$ cat src/rtl/audio_pkg.sv
// Shared audio types and constants for the I2S sample transmitter.
// Holds the sample type, frame geometry and the transmitter FSM state encoding.
package audio_pkg;

    typedef logic signed [15:0] sample_t;

    localparam int FRAME_SLOTS = 32;
    localparam int SLOT_W      = 5;

    typedef enum logic [1:0] {
        IDLE  = 2'd0,
        PRIME = 2'd1,
        RUN   = 2'd2
    } tx_state_t;

    // Word select is high for the second half of the frame (right channel).
    function automatic logic slot_is_right(input logic [SLOT_W-1:0] slot);
        return (slot >= SLOT_W'(FRAME_SLOTS / 2));
    endfunction

endpackage

$ cat src/rtl/i2s_bit_timer.sv
// Bit/slot timebase for the I2S transmitter.
// While 'run' is high it produces BCLK (low first half of a slot, high second
// half), a strobe marking the edge at which a new slot begins, and the index of
// that slot. Dropping 'run' returns every counter to zero so the next run
// always starts cleanly at slot 0.
module i2s_bit_timer
    import audio_pkg::*;
#(
    parameter int BCLK_HALF_DIV = 2
)
(
    input  logic              clk_12mhz,
    input  logic              rst_n,
    input  logic              run,
    output logic              bclk,
    output logic              slot_start,
    output logic [SLOT_W-1:0] slot_idx
);

    localparam int                PH_W      = $clog2(2 * BCLK_HALF_DIV);
    localparam logic [PH_W-1:0]   PH_LAST   = PH_W'(2 * BCLK_HALF_DIV - 1);
    localparam logic [PH_W-1:0]   PH_HALF   = PH_W'(BCLK_HALF_DIV);
    localparam logic [SLOT_W-1:0] SLOT_LAST = SLOT_W'(FRAME_SLOTS - 1);

    logic [PH_W-1:0]   phase_r;
    logic [SLOT_W-1:0] slot_r;
    logic              active_r;
    logic [PH_W-1:0]   phase_inc_s;

    // Decode whether the coming edge opens a new slot, and which slot it is.
    always_comb begin
        phase_inc_s = phase_r + {{(PH_W-1){1'b0}}, 1'b1};
        slot_start  = 1'b0;
        slot_idx    = slot_r;
        if (!run) begin
            slot_start = 1'b0;
            slot_idx   = {SLOT_W{1'b0}};
        end else if (!active_r) begin
            slot_start = 1'b1;
            slot_idx   = {SLOT_W{1'b0}};
        end else if (phase_r == PH_LAST) begin
            slot_start = 1'b1;
            slot_idx   = (slot_r == SLOT_LAST) ? {SLOT_W{1'b0}} : slot_r + {{(SLOT_W-1){1'b0}}, 1'b1};
        end else begin
            slot_start = 1'b0;
            slot_idx   = slot_r;
        end
    end

    // Advance phase/slot counters and the registered bit clock.
    always_ff @(posedge clk_12mhz or negedge rst_n) begin
        if (!rst_n) begin
            active_r <= 1'b0;
            phase_r  <= {PH_W{1'b0}};
            slot_r   <= {SLOT_W{1'b0}};
            bclk     <= 1'b0;
        end else if (!run) begin
            active_r <= 1'b0;
            phase_r  <= {PH_W{1'b0}};
            slot_r   <= {SLOT_W{1'b0}};
            bclk     <= 1'b0;
        end else if (slot_start) begin
            active_r <= 1'b1;
            phase_r  <= {PH_W{1'b0}};
            slot_r   <= slot_idx;
            bclk     <= 1'b0;
        end else begin
            phase_r  <= phase_inc_s;
            bclk     <= (phase_inc_s >= PH_HALF);
        end
    end

endmodule

$ cat src/rtl/i2s_sample_tx.sv
// Mono I2S transmitter: pops signed samples from a FIFO and sends each one on
// both the left and right channel of a 32-slot frame (standard one-bit delay).
// A new sample is fetched at slot 30 of each frame; if the FIFO is empty the
// next frame carries silence and 'underrun' pulses.
// Optional build macro I2S_TX_UNDERRUN_CNT_EN adds a saturating 16-bit
// underrun_count output.
module i2s_sample_tx
    import audio_pkg::*;
#(
    parameter int BCLK_HALF_DIV = 2,
    parameter int SAMPLE_W      = 16
)
(
    input  logic                clk_12mhz,
    input  logic                rst_n,
    input  logic                enable,
    input  logic                fifo_empty,
    input  logic [SAMPLE_W-1:0] fifo_read_data,
    output logic                fifo_read_en,
    output logic                i2s_bclk,
    output logic                i2s_lrck,
    output logic                i2s_sdata,
    output logic                underrun,
    output logic                led
`ifdef I2S_TX_UNDERRUN_CNT_EN
    ,
    output logic [15:0]         underrun_count
`endif
);

    tx_state_t               state_r;
    sample_t                 next_sample_r;
    logic [2*SAMPLE_W-1:0]   shift_r;
    logic [2*SAMPLE_W-1:0]   load_s;
    logic                    capture_r;
    logic                    stop_pending_r;
    logic                    boot_ready_r;
    logic                    run_s;
    logic                    slot_start_s;
    logic [SLOT_W-1:0]       slot_idx_s;

    assign run_s  = (state_r == RUN);
    assign load_s = {next_sample_r, next_sample_r};

    i2s_bit_timer #(
        .BCLK_HALF_DIV (BCLK_HALF_DIV)
    ) u_bit_timer (
        .clk_12mhz  (clk_12mhz),
        .rst_n      (rst_n),
        .run        (run_s),
        .bclk       (i2s_bclk),
        .slot_start (slot_start_s),
        .slot_idx   (slot_idx_s)
    );

    // Transmit FSM: FIFO handshake, sample staging, serialisation and status outputs.
    always_ff @(posedge clk_12mhz or negedge rst_n) begin
        if (!rst_n) begin
            state_r        <= IDLE;
            next_sample_r  <= sample_t'(16'h0000);
            shift_r        <= {(2*SAMPLE_W){1'b0}};
            capture_r      <= 1'b0;
            stop_pending_r <= 1'b0;
            boot_ready_r   <= 1'b0;
            fifo_read_en   <= 1'b0;
            i2s_lrck       <= 1'b0;
            i2s_sdata      <= 1'b0;
            underrun       <= 1'b0;
            led            <= 1'b0;
        end else begin
            // Hold off the first pop until one full edge after reset release.
            boot_ready_r <= 1'b1;
            fifo_read_en <= 1'b0;
            underrun     <= 1'b0;
            // Read data is valid the cycle after the pop strobe.
            capture_r    <= fifo_read_en;
            if (capture_r) begin
                next_sample_r <= sample_t'(fifo_read_data);
            end

            case (state_r)
                IDLE: begin
                    i2s_lrck       <= 1'b0;
                    i2s_sdata      <= 1'b0;
                    led            <= 1'b0;
                    shift_r        <= {(2*SAMPLE_W){1'b0}};
                    stop_pending_r <= 1'b0;
                    if (boot_ready_r && enable && !fifo_empty) begin
                        fifo_read_en <= 1'b1;
                        state_r      <= PRIME;
                    end
                end

                PRIME: begin
                    if (capture_r) begin
                        state_r <= RUN;
                        led     <= 1'b1;
                    end
                end

                RUN: begin
                    if (slot_start_s) begin
                        if ((slot_idx_s == 5'd1) && stop_pending_r) begin
                            // Last LSB has gone out in slot 0: shut down cleanly.
                            state_r        <= IDLE;
                            led            <= 1'b0;
                            i2s_lrck       <= 1'b0;
                            i2s_sdata      <= 1'b0;
                            shift_r        <= {(2*SAMPLE_W){1'b0}};
                            stop_pending_r <= 1'b0;
                        end else begin
                            i2s_lrck <= slot_is_right(slot_idx_s);
                            if (slot_idx_s == 5'd1) begin
                                i2s_sdata <= load_s[2*SAMPLE_W-1];
                                shift_r   <= {load_s[2*SAMPLE_W-2:0], 1'b0};
                            end else begin
                                i2s_sdata <= shift_r[2*SAMPLE_W-1];
                                shift_r   <= {shift_r[2*SAMPLE_W-2:0], 1'b0};
                            end
                            if (slot_idx_s == 5'd30) begin
                                if (!enable) begin
                                    stop_pending_r <= 1'b1;
                                end else if (!fifo_empty) begin
                                    fifo_read_en <= 1'b1;
                                end else begin
                                    next_sample_r <= sample_t'(16'h0000);
                                    underrun      <= 1'b1;
                                end
                            end
                        end
                    end
                end

                default: begin
                    state_r <= IDLE;
                    led     <= 1'b0;
                end
            endcase
        end
    end

`ifdef I2S_TX_UNDERRUN_CNT_EN
    // Saturating tally of underrun pulses.
    always_ff @(posedge clk_12mhz or negedge rst_n) begin
        if (!rst_n) begin
            underrun_count <= 16'h0000;
        end else if (underrun && (underrun_count != 16'hFFFF)) begin
            underrun_count <= underrun_count + 16'h0001;
        end
    end
`endif

endmodule
$ cat config.mk
export PLATFORM = sky130hd
export DESIGN_NAME = i2s_sample_tx
export DESIGN_NICKNAME = d
export VERILOG_FILES = /design/src/rtl/audio_pkg.sv /design/src/rtl/i2s_bit_timer.sv /design/src/rtl/i2s_sample_tx.sv
export SDC_FILE = /design/constraint.sdc
export NUM_CORES = 1
export LEC_CHECK = 0
export ABC_AREA = 1
export CORE_ASPECT_RATIO = 2
export CORE_UTILIZATION = 62
export DETAILED_ROUTE_END_ITERATION = 16
export PLACE_DENSITY = 0.91
export SLEW_MARGIN = 30
export SYNTH_ARGS = -nofsm -noshare
export SYNTH_HDL_FRONTEND = slang
export SYNTH_SLANG_ARGS = --single-unit
$ cat constraint.sdc
create_clock -name clk_12mhz -period 3.3 [get_ports clk_12mhz]
set_input_delay 0.66 -clock clk_12mhz [delete_from_list [all_inputs] [get_ports clk_12mhz]]
set_output_delay 0.66 -clock clk_12mhz [all_outputs]
set_load 0.01 [all_outputs]
==> results.rst <==
.. list-table::
   :header-rows: 1

   * - Metric
     - Value
   * - Global placement routability congestion
     - between 0.7 and 0.8
   * - Most frequent cell on the critical path
     - sky130_fd_sc_hd__nand2_1
   * - Total length of routed wires
     - around 6300 um
   * - Combined flip-flop and latch cell area
     - 1630 um^2
   * - X dimension of the die
     - 53.7 um
   * - Share of Yosys cell area claimed by the top area cell type
     - between 40 and 50%
   * - DP Area
     - between 3000 and 4000 um^2
   * - Data arrival time at the worst-slack endpoint
     - between 2000 and 3000 ps
   * - Cell types occupying the most area after synthesis
     - sky130_fd_sc_hd__dfrtp_1 (49%), sky130_fd_sc_hd__nand2_1 (18%), sky130_fd_sc_hd__o21ai_1 (4.2%), sky130_fd_sc_hd__nand2_2 (4.2%), sky130_fd_sc_hd__inv_1 (4.0%)
   * - Highest cell delay on the worst timing path
     - 500 ps
   * - Worst hold path class
     - input port to asynchronous set/reset pin
   * - Warnings, synthesis
     - 0
   * - Slowest cell on the critical path
     - sky130_fd_sc_hd__buf_4
   * - Antenna diode instance count
     - 0
   * - Leading cell types in the layout, fill and taps excluded
     - sky130_fd_sc_hd__nand2_1 (161), sky130_fd_sc_hd__dfrtp_1 (64), sky130_fd_sc_hd__inv_1 (35)
   * - Switching portion of total power
     - between 15 and 20%
   * - Main combinational cell family by area after synthesis
     - simple AND/OR/NAND/NOR gates
   * - Number of synthesized flops with an enable pin
     - 0
   * - Router iterations before antenna repair
     - 4
   * - Effective utilization at floorplan
     - 64.5%
   * - Total Routing Usage GR
     - roughly 28%
   * - Cell taking the most area after synthesis
     - sky130_fd_sc_hd__dfrtp_1
   * - Critical Path, Cell by Cell
     - ha_1 -> nand2_1 -> nor2_1 -> ha_1 -> nand2_1 -> inv_2 -> nor2_8 -> nand3_4 -> nand3_4 -> buf_4 -> nand2_1 -> o21ai_2 -> nand2_1 -> nand2_1
   * - Number of remaining DRC errors
     - 0
   * - Adder and majority cell fraction of the synthesized area
     - 1.13%
   * - Number of filler instances in the final layout
     - around 370
   * - Internal Dissipation
     - 0.00124 W
   * - Clock network fraction of total power
     - a little under half
   * - Count of buffers inserted at the top-level ports
     - 25
   * - Antenna violations before repair
     - 0
   * - Final instance count without filler cells
     - around 500
   * - Relative max-transition margin
     - between 40% and 50%
   * - Class of the most critical setup path
     - flip-flop to flip-flop
   * - Share of synthesized cell area in and, or, nand and nor gates
     - between 30% and 40%
   * - Post-synthesis async set-or-reset flop share
     - 100%
   * - Post-CTS setup repair buffer count
     - 0
   * - Final worst-path cycle share
     - 73.6%
   * - Number of ports placed on the die boundary
     - 26
   * - Number of endpoints with negative hold slack in the final report
     - 0
   * - Final HPWL DP
     - 4410 um
   * - Total overflow reported by the global router
     - 0
   * - Cell leakage power
     - about 2.0 nW
   * - Count of nets left with antenna violations after detail routing
     - 0
   * - DRC marker count from the first detailed-route iteration
     - 86
   * - Mean Syn Cell Area
     - roughly 8.0 um^2
   * - Num CTS Buffers
     - 9
   * - Shortest clock period the worst path allows after layout
     - around 2400 ps
   * - Worst hold slack
     - about 380 ps
   * - Net count reported at finish
     - ~460
   * - Via count of the first global-routing pass
     - roughly 2,700
   * - Post-Synthesis Cells
     - ~400
   * - Area used by multi-input combinational logic
     - around 1300 um^2
   * - XOR/XNOR share of the synthesized area
     - 0%
   * - Wire length of the first global-routing pass
     - 11,400 um
   * - Fin. max-slew vios
     - 0
   * - Final standard cell area without fillers
     - around 3700 um^2
   * - Via count
     - between 2,000 and 3,000
   * - Flops & latches, synth
     - 65
   * - Depth of the CTS H-tree
     - 3
   * - Cell Rows
     - 37
   * - Most frequently used flop master after synthesis
     - sky130_fd_sc_hd__dfrtp_1
   * - Slew at the pin closest to its max-slew limit
     - approximately 770 ps
   * - Most frequent standard cell in the layout excluding fill and tap cells
     - sky130_fd_sc_hd__nand2_1
   * - Clk Tree Root Cell
     - sky130_fd_sc_hd__clkbuf_8
   * - Core utilization of the finished layout
     - between 70% and 80%
   * - Total of max-cap violations
     - 0
   * - Required time at the worst-slack endpoint
     - 3590 ps
   * - Buffer and inverter count on the worst path
     - 2
   * - Growth of design area from synthesis to finish
     - 12.9%
   * - Final routed wire length divided by cell count
     - 12.8 um
   * - Summed negative setup slack over all endpoints
     - 0 ps
   * - Outcome
     - completed
   * - CTS tree
     - built
   * - Placeable Area
     - approximately 5100 um^2
   * - Power Dens Cells
     - 415 nW/um^2
   * - Switch Pwr
     - between 0.0003 and 0.0004 W
   * - Worst vdd rail ir drop
     - ~0.44 mV
   * - Area fraction in compound gates after synthesis
     - 8.64%
   * - Type of destination of the critical path
     - flip-flop
   * - Seq/Total Area, Yosys
     - just under 50%
   * - Maximum number of pins on one net before global-route repair
     - 63
   * - Maximum clock insertion buffer count
     - 2
   * - Drt via density
     - 5.35
   * - Number of setup violations in the final report
     - 0
   * - Worst-Skew Late Latency
     - 350 ps
   * - Post-Synthesis Cell Area
     - about 3300 um^2
   * - Total nets after synthesis
     - between 400 and 500
   * - CTS hold repair buffers
     - 0
   * - Cell type group with the largest total delay on the critical path
     - simple AND/OR/NAND/NOR gates
   * - Final Skew
     - slightly above 7 ps
   * - Crit-path max FO
     - 62
   * - Combinational share of power
     - about 2.6%
   * - Setup crit start kind
     - flip-flop
   * - Reg clk slew, reported paths
     - roughly 70 ps
   * - Total instance count after detailed placement
     - between 400 and 500
   * - Share of power burned in registers
     - 51.3%
   * - Resized cells post-CTS
     - 0
   * - Multiplexer area fraction after synthesis
     - 0%
   * - Number of sinks driven by the clock tree
     - 65
   * - Total Die Area
     - ~5700 um^2
   * - Unrepaired setup endpoints after global routing
     - no
   * - Share of layout cells above drive strength 1
     - around 18%
   * - Die outline height
     - ~110 um
   * - Fmax
     - 412 MHz
   * - Number of distinct library cells after synthesis
     - 30
==> Yosys cell counts (2+ instances only) <==
library cell / n
sky130_fd_sc_hd__nand3_1: 6
sky130_fd_sc_hd__buf_6: 8
sky130_fd_sc_hd__nand3_4: 3
sky130_fd_sc_hd__inv_2: 15
sky130_fd_sc_hd__inv_1: 35
sky130_fd_sc_hd__nand2_2: 22
sky130_fd_sc_hd__nor2_1: 15
sky130_fd_sc_hd__nand3_2: 2
sky130_fd_sc_hd__clkbuf_1: 5
sky130_fd_sc_hd__ha_1: 3
sky130_fd_sc_hd__nor2_4: 3
sky130_fd_sc_hd__nor2_2: 2
sky130_fd_sc_hd__buf_4: 3
sky130_fd_sc_hd__dfrtp_1: 65
sky130_fd_sc_hd__o21ai_2: 4
sky130_fd_sc_hd__o21ai_0: 18
sky130_fd_sc_hd__buf_2: 2
sky130_fd_sc_hd__nand4_1: 2
sky130_fd_sc_hd__nand2_1: 161
sky130_fd_sc_hd__o21ai_1: 28
==> final timing paths <==
check / from / to / slack, ps / cells after the start
min in group clk_12mhz: fifo_read_en / capture_r / 400 / 0
hold / removal: rst_n / i2s_lrck / 380 / 1
setup / recovery: u_bit_timer.slot_r[0] / shift_r[10] / 870 / 14
max in group asynchronous: rst_n / capture_r / 2280 / 2
setup reg to reg: u_bit_timer.slot_r[0] / shift_r[10] / 870 / 14
hold reg to reg: fifo_read_en / capture_r / 400 / 0
==> through the flow <==
stage	power [W]	worst slack [ps]
2_1_floorplan	0.000813	1300
3_3_place_gp	0.000854	1010
3_5_place_dp	0.000855	906
4_1_cts	0.00157	892
5_1_grt	0.00160	657
6_report	0.00155	871
==> cell type report <==
class / count / share of cell area [%]
Clock buffer: 13 / 4.78
Inverter: 52 / 5.32
Tap cell: 58 / 1.94
Sequential cell: 65 / 43.5
Timing Repair Buffer: 28 / 7.49
Multi-Input combinational cell: 277 / 36.0
Clock inverter: 2 / 0.936
==> registers in the layout (all words and copies together) (netlist names) <==
register	count
u_bit_timer.slot_r	5
led	1
u_bit_timer.active_r	1
state_r	2
fifo_read_en	1
next_sample_r	16
shift_r	31
boot_ready_r	1
u_bit_timer.bclk	1
i2s_sdata	1
u_bit_timer.phase_r	1
underrun	1
stop_pending_r	1
capture_r	1
i2s_lrck	1
==> routing by layer <==
layer	wire length, um	part of all wire [%]	track usage, %	up-vias
met3	205	3.2	4.62	19
met1	2380	38	29.8	1271
li1	-	-	-	1302
met2	3490	55	45.9	57
met4	259	4.1	19.5	0
met5	0	0	0	-
==> power by group through the flow <==
stage | logic (W) | registers (W) | clock network [W]
after detailed placement | 0.0000426 | 0.000812 | 0
final | 0.0000411 | 0.000798 | 0.000715
after CTS | 0.0000427 | 0.000798 | 0.000726
after global placement | 0.0000418 | 0.000812 | 0
after floorplan | 0.000000905 | 0.000813 | 0
after global routing | 0.0000464 | 0.000797 | 0.000754
==> kinds of logic after synthesis <==
| family | Yosys count |
|---|---|
| simple gates | 220 |
| buf+inv | 70 |
| flops | 65 |
| compound gates | 53 |
| fa+ha+maj | 3 |
| other cells | 1 |
Note: power is estimated with default switching activity, not from simulation.
